--- src/rtl/tug_pkg.sv ---
// Shared constants and types for the tug-of-war player logic.
package tug_pkg;

  localparam int LFSR_W  = 10;
  localparam int TAP_HI  = 9;
  localparam int TAP_LO  = 6;
  localparam int SCORE_W = 3;

  localparam logic [1:0] WIN_L = 2'b01;
  localparam logic [1:0] WIN_R = 2'b10;

  localparam logic [SCORE_W-1:0] SCORE_MAX = '1;

  typedef enum logic {
    IDLE,
    SCORED
  } score_state_t;

  function automatic logic [SCORE_W-1:0] sat_inc(input logic [SCORE_W-1:0] v);
    return (v == SCORE_MAX) ? v : v + 1'b1;
  endfunction

endpackage

--- src/rtl/lfsr10.sv ---
// 10-bit XNOR LFSR, shift-left; the all-ones state is the lock-up state and is never reached from reset.
module lfsr10
  import tug_pkg::*;
(
  input  logic              clk,
  input  logic              reset,
  input  logic              en,
  output logic [LFSR_W-1:0] q
);

  always_ff @(posedge clk or negedge reset) begin
    if (!reset) begin
      q <= '0;
    end else if (en) begin
      q <= {q[LFSR_W-2:0], ~(q[TAP_HI] ^ q[TAP_LO])};
    end
  end

endmodule

--- src/rtl/cyber_player.sv ---
// Human button conditioning, LFSR-driven CPU opponent and per-game score keeping.
module cyber_player
  import tug_pkg::*;
#(
  parameter int TICK_DIV = 4
) (
  input  logic               clk,
  input  logic               reset,
  input  logic               key_n,
  input  logic [8:0]         sw,
  input  logic               done,
  input  logic [1:0]         winner,
  output logic [1:0]         press,
  output logic [SCORE_W-1:0] score_l,
  output logic [SCORE_W-1:0] score_r
);

  localparam int CW = (TICK_DIV > 1) ? $clog2(TICK_DIV) : 1;
  localparam logic [CW-1:0] CNT_LAST = CW'(TICK_DIV - 1);

  logic [CW-1:0]     cnt;
  logic              tick;
  logic [LFSR_W-1:0] lfsr_q;
  logic              cpu_req;
  logic              cpu_any;
  logic              pending;

  logic              s1, s2, prev;
  logic [1:0]        fill;
  logic              armed;
  logic              fall;

  score_state_t       state, state_n;
  logic [SCORE_W-1:0] score_l_n, score_r_n;

  // Decision tick
  assign tick = (cnt == CNT_LAST);

  always_ff @(posedge clk or negedge reset) begin
    if (!reset) begin
      cnt <= '0;
    end else if (tick) begin
      cnt <= '0;
    end else begin
      cnt <= cnt + 1'b1;
    end
  end

  lfsr10 u_lfsr (
    .clk   (clk),
    .reset (reset),
    .en    (tick),
    .q     (lfsr_q)
  );

  assign cpu_req = tick && ({1'b0, sw} > lfsr_q);

  // Button: the edge detector only arms once the filled synchronizer has seen
  // the key released, so a key held through reset cannot produce a pulse.
  always_ff @(posedge clk or negedge reset) begin
    if (!reset) begin
      s1    <= 1'b1;
      s2    <= 1'b1;
      prev  <= 1'b1;
      fill  <= '0;
      armed <= 1'b0;
    end else begin
      s1   <= key_n;
      s2   <= s1;
      prev <= s2;
      fill <= {fill[0], 1'b1};
      if (fill[1] && s2) begin
        armed <= 1'b1;
      end
    end
  end

  assign fall    = armed && prev && !s2;
  assign cpu_any = cpu_req || pending;

  // Human wins a collision; the CPU press waits one cycle in pending.
  always_ff @(posedge clk or negedge reset) begin
    if (!reset) begin
      press   <= '0;
      pending <= 1'b0;
    end else if (done) begin
      press   <= '0;
      pending <= 1'b0;
    end else begin
      press   <= {fall, !fall && cpu_any};
      pending <= fall && cpu_any;
    end
  end

  // Score FSM
  always_ff @(posedge clk or negedge reset) begin
    if (!reset) begin
      state   <= IDLE;
      score_l <= '0;
      score_r <= '0;
    end else begin
      state   <= state_n;
      score_l <= score_l_n;
      score_r <= score_r_n;
    end
  end

  always_comb begin
    state_n   = state;
    score_l_n = score_l;
    score_r_n = score_r;
    case (state)
      IDLE: begin
        if (done) begin
          state_n = SCORED;
          if (winner == WIN_L) begin
            score_l_n = sat_inc(score_l);
          end else if (winner == WIN_R) begin
            score_r_n = sat_inc(score_r);
          end
        end
      end
      SCORED: begin
        if (!done) begin
          state_n = IDLE;
        end
      end
      default: state_n = IDLE;
    endcase
  end

endmodule

--- config.mk ---
export PLATFORM = sky130hd
export DESIGN_NAME = cyber_player
export DESIGN_NICKNAME = d
export VERILOG_FILES = /design/src/rtl/tug_pkg.sv /design/src/rtl/lfsr10.sv /design/src/rtl/cyber_player.sv
export SDC_FILE = /design/constraint.sdc
export NUM_CORES = 1
export LEC_CHECK = 0
export BUFFER_PORTS_ARGS = -buffer_cell sky130_fd_sc_hd__buf_2
export CAP_MARGIN = 20
export CORE_MARGIN = 3
export CORE_UTILIZATION = 43
export CTS_CLUSTER_SIZE = 30
export DETAILED_ROUTE_END_ITERATION = 16
export GPL_TIMING_DRIVEN = 0
export PLACE_DENSITY = 0.76
export SETUP_SLACK_MARGIN = 0.02
export SLEW_MARGIN = 20
export SYNTH_ARGS = -nofsm -noshare
export SYNTH_HDL_FRONTEND = slang
export SYNTH_HIERARCHICAL = 1
export SYNTH_SLANG_ARGS = --single-unit
export TNS_END_PERCENT = 5
--- constraint.sdc ---
create_clock -name clk -period 2.7 [get_ports clk]
set_input_delay 0.135 -clock clk [delete_from_list [all_inputs] [get_ports clk]]
set_output_delay 0.135 -clock clk [all_outputs]
set_load 0.01 [all_outputs]
==> results of run 1 <==
## sequential cells by signal (all words and copies together) (netlist names)
name      flops
prev          1
state         1
press         2
s1            1
score_l       3
score_r       3
s2            1
cnt           2
u_lfsr/q     10
fill          2
pending       1
armed         1
## cell usage after synthesis, drive strengths merged
| cell type | instances |
|---|---|
| conb | 1 |
| nand2b | 1 |
| xor2 | 1 |
| xnor2 | 2 |
| mux2 | 14 |
| nor2 | 4 |
| nand2 | 8 |
| nor3 | 2 |
| nor4b | 1 |
| nand3 | 1 |
| a21boi | 1 |
| and4b | 1 |
| a21o | 1 |
| dfstp | 3 |
| ha | 14 |
| o221ai | 1 |
| buf | 1 |
| inv | 10 |
| o21ai | 2 |
| dfrtp | 25 |
| nand4 | 1 |
| a21oi | 6 |
## metal layers
layer | up-vias | share of wire | GRT usage | wire length, microns
met3 | 6 | 0.029 | 0.0234 | 55
met1 | 402 | 0.41 | 0.138 | 789
met5 | - | 0 | 0 | 0
met4 | 0 | 0.027 | 0.0805 | 52
met2 | 14 | 0.53 | 0.224 | 1020
li1 | 402 | - | - | -
## through the flow
step	worst slack [ns]	instance area, sq um	utilization	std cells	hold slack (ns)
2_1_floorplan	1.06	1290	-	101	-0.161
3_5_place_dp	1.04	1440	0.512	154	0.171
6_report	1.03	1520	0.541	161	0.120
4_1_cts	1.01	1520	0.541	161	0.113
5_1_grt	0.952	1520	0.541	161	0.128
3_3_place_gp	1.07	1440	0.512	154	0.158
## path summary, 6_finish.rpt
kind                             from         end  slack [ns]  cells past startpoint
min reg2reg                   fill[0]     fill[1]        0.35                      0
min                         winner[1]  score_l[0]        0.12                      3
max reg2reg                score_l[0]  score_l[2]        1.03                      4
max                        score_l[0]  score_l[2]        1.03                      4
max in group asynchronous       reset      cnt[1]        1.99                      2
min in group asynchronous       reset  score_r[1]        0.31                      2
## final cells by class
cell class,count,share of cell area
Multi-Input combinational cell,62,0.351
Inverter,10,0.0247
Tap cell,31,0.0256
Sequential cell,28,0.464
Buffer,1,0.00742
Clock inverter,1,0.0198
Timing Repair Buffer,25,0.0923
Clock buffer,3,0.0148
## critical path, stage by stage, from the launching register on
cell and delay (ns):
dfrtp_1 0.44, ha_1 0.21, ha_1 0.20, nor4b_4 0.35, mux2_2 0.38
## cell families after synthesis
kind of cell,Yosys count,share of synthesized area
simple gates,19,0.0827
fa+ha+maj,14,0.136
flops,28,0.548
xor+xnor,3,0.0204
compound gates,11,0.0496
other cells,1,0.00292
mux,14,0.123
buf+inv,11,0.0379
## report_power, final
group | total (uW) | internal (uW) | switching [uW]
combinational | 190 | 98.9 | 90.9
sequential | 507 | 470 | 37.3
clock | 270 | 150 | 119
total | 967 | 719 | 248
==> reports/metrics.csv, run 1 <==
metric;value;unit
RSZ-0062 raised after global routing;false;
Core Footprint;0.00281;sq mm
most frequent cells in the layout;25 x dfrtp_1, 22 x buf_2, 14 x mux2_2, 14 x ha_1, 10 x inv_1;
largest cells by area after synthesis;dfrtp_1 49%, ha_1 14%, mux2_2 12%;
multi-input logic area;533;sq um
Slew Limit Headroom;0.606;
per-cell routed wire length;11.9;microns
final cycle utilization of the critical path;0.620;
Hold Path Class;input port to register;
global-route total usage across every layer;0.127;
Leakage;0.000743;uW
share of the synthesized area in the top cell type;0.486;
synthesized area;0.00129;sq mm
Setup Fix Bufs, Post-CTS;0;
final antenna-violating net count;0;
area grow syn2layout;18.0;%
status;completed;
Clock Sinks;28;
hold_buf cts;3;
fraction of the yosys area taken by sequential cells;0.548;
overflow left after global routing;0;
Synth area leader;dfrtp_1;
antenna cells;0;
synth unique cells;22;
first-pass iteration count of the detailed router;4;
total power;967;uW
first-pass GRT wire length;3390;microns
Worst EP required;2.94;ns
die width;60.7;microns
vias per inst;5.12;
Final TNS setup;0;ns
Register Area;704;sq um
maximum VDD drop;0.000400;V
Die ar.;0.00368;sq mm
skew final;0.0155;ns
fillers;235;
most common cell after layout, fill and taps aside;dfrtp_1;
via count;824;
Critical Path Source Type;register;
YS warnings;6;
worst-skew pair later-pin latency;0.33;ns
Mean Syn Cell Area;12.7;sq um
share of layout cells above drive strength 1;0.346;
Worst-path clk slew;0.15;ns
syn nets;130;
initial core utilization;0.459;
Pwr Density;637;mW/mm^2
crit path DAT;1.91;ns
vias in the first global route;866;
# resized after CTS;0;
H-Tree Level Count;1;
Setup Crit Path Kind;register to register;
Placer Congestion;0.741;
iteration-0 DRC count of the detailed router;25;
Post-DP HPWL;1540;microns
# IOs;23;
Die Span Y;60.7;microns
Final min period;1.67;ns
CTS tree;done;
root buffer cell;clkbuf_4;
final WL;1910;microns
Post-Synthesis Cells;101;
Total Nets Final;160;
Critical Path End Type;register;
Max Slew Vio Count;0;
Max Cap Viol;0;
clock buffer count from CTS;3;
Max Fanout on Critical Path;3;
CTS max path bufs;2;
Yosys reg bits;28;
antenna violations before repair;0;
endpoints failing setup;0;
Placement Rows;19;
final hold vios;0;
DRC errors left;0;
largest net degree at the start of global routing;29;
upper clock frequency limit;598;MHz
IO Port Bufs;22;
worst-margin pin slew;0.590;ns
No activity file was read; power rests on OpenSTA's default activity.
==> run 2: changes to the inputs <==
--- a/config.mk
+++ b/config.mk
@@ -12,7 +12,7 @@
 export CTS_CLUSTER_SIZE = 30
 export DETAILED_ROUTE_END_ITERATION = 16
 export GPL_TIMING_DRIVEN = 0
-export PLACE_DENSITY = 0.76
+export PLACE_DENSITY = 0.79
 export SETUP_SLACK_MARGIN = 0.02
 export SLEW_MARGIN = 20
 export SYNTH_ARGS = -nofsm -noshare
==> constraint.sdc (replaced) <==
create_clock -name clk -period 1.53 [get_ports clk]
set_input_delay 0.0765 -clock clk [delete_from_list [all_inputs] [get_ports clk]]
set_output_delay 0.0765 -clock clk [all_outputs]
set_load 0.01 [all_outputs]
==> reports/metrics.csv, run 2 (synthesis results as in run 1) <==
metric;value;unit
Largest register FFs;10;
clock buffer count from CTS;3;
vias per inst;5.12;
Worst-path clk slew;0.15;ns
Pwr Density;1150;mW/mm^2
via count;830;
antenna violations before repair;0;
per-cell routed wire length;13.3;microns
most frequent cells in the layout;25 x dfrtp_1, 22 x buf_2, 12 x mux2_2, 12 x ha_1, 10 x inv_1;
final cycle utilization of the critical path;1.02;
RSZ-0062 raised after global routing;true;
Cell Chain, Critical Path;ha_1 > ha_1 > nor3_2 > nand2_1 > mux2_2;
initial core utilization;0.459;
final WL;2150;microns
worst-margin pin slew;0.586;ns
endpoints failing setup;4;
skew final;0.0190;ns
CTS max path bufs;2;
Die Span Y;60.7;microns
Setup Crit Path Kind;register to register;
WP buf/inv;0;
largest net degree at the start of global routing;29;
worst-skew pair later-pin latency;0.33;ns
first-pass iteration count of the detailed router;4;
overflow left after global routing;0;
IO Port Bufs;22;
Biggest register;u_lfsr/q;
Setup Slack @ Placement;-0.0135;ns
DRC errors left;0;
Max Slew Vio Count;0;
Critical Path End Type;register;
fillers;235;
Crit path max-delay family;flip-flops;
Slew Limit Headroom;0.610;
Leakage;0.000755;uW
Placed Instance Area;0.00146;sq mm
upper clock frequency limit;640;MHz
Hold Path Class;input port to register;
Clock Sinks;28;
Crit-path slowest cell;dfrtp_1;
Max Cap Viol;0;
global-route total usage across every layer;0.137;
crit path DAT;1.80;ns
Worst EP required;1.77;ns
CTS tree;done;
Total Nets Final;161;
worst setup slack after layout;-0.0335;ns
top flop regs;u_lfsr/q (10), score_l (3), score_r (3);
Placement Rows;19;
Critical Path Source Type;register;
antenna cells;0;
maximum VDD drop;0.000765;V
status;complete, but fails checks;
crit-path most repeated cell;ha_1;
Placer Congestion;0.737;
root buffer cell;clkbuf_4;
final antenna-violating net count;0;
final hold vios;0;
die width;60.7;microns
Core Footprint;0.00281;sq mm
Post-DP HPWL;1610;microns
share of layout cells above drive strength 1;0.397;
Final min period;1.56;ns
final instance area;0.00157;sq mm
vias in the first global route;881;
first-pass GRT wire length;3660;microns
Max Fanout on Critical Path;3;
failing checks;negative setup slack;
H-Tree Level Count;1;
most common cell after layout, fill and taps aside;dfrtp_1;
# IOs;23;
Die ar.;0.00368;sq mm
iteration-0 DRC count of the detailed router;7;
Worst path max stage delay;0.43;ns
area grow syn2layout;21.8;%
==> run 2: layout make-up <==
type / count / area (sq um) / area share
Sequential cell: 28 / 704 / 0.450
Buffer: 1 / 11.3 / 0.00719
Clock inverter: 1 / 30.0 / 0.0192
Tap cell: 31 / 38.8 / 0.0248
Inverter: 10 / 37.5 / 0.0240
Multi-Input combinational cell: 62 / 574 / 0.367
Timing Repair Buffer: 26 / 148 / 0.0942
Clock buffer: 3 / 22.5 / 0.0144
==> run 2: per-layer routing <==
metal / track usage / share of wire / up-vias
met3: 0.0255 / 0.026 / 4
met2: 0.238 / 0.55 / 10
met1: 0.158 / 0.41 / 409
met5: 0 / 0 / -
li1: - / - / 407
met4: 0.0743 / 0.016 / 0
==> run 2: metrics by stage <==
step                hold slack [ns]  setup TNS (ns)  total power (uW)  utilization  cells
global placement             0.0971               0              1260        0.520    154
CTS                          0.0605         -0.0738              1790        0.551    161
global route                 0.0424          -0.314              1920        0.558    162
detailed placement            0.113         -0.0298              1310        0.520    154
finish                       0.0684          -0.117              1800        0.558    162
floorplan                    -0.219               0              1140            -    101
==> run 2: where the power goes <==
part / switching (uW) / leakage, uW / internal [uW]
combinational: 186 / 0.000410 / 228
clock: 212 / 0.0000279 / 265
sequential: 74.4 / 0.000317 / 829
total: 472 / 0.000755 / 1320
==> run 2: worst reg2reg max path, delay by kind of cell, from the launching register on <==
family,cells,cell delay (ns)
fa+ha+maj,2,0.40
mux,1,0.29
simple gates,2,0.35
flops,1,0.43
==> run 2: worst paths after layout <==
kind / start / endpoint / slack (ns) / cells after the start
worst min register to register: s2 / prev / 0.38 / 0
worst max-delay path: score_r[0] / score_r[2] / -0.03 / 5
worst max register to register: score_r[0] / score_r[2] / -0.03 / 5
min in group asynchronous: reset / score_r[2] / 0.25 / 2
max in group asynchronous: reset / s2 / 0.88 / 2
worst min-delay path: winner[1] / score_l[0] / 0.07 / 3
==> run 2: repair_timing <==
item	CTS	global route
pin swaps	0	2
hold endpoints to repair	28	0
setup buffers	0	1
hold buffers	3	0
endpoints found under the setup margin	6	6
gates resized for setup	2	4
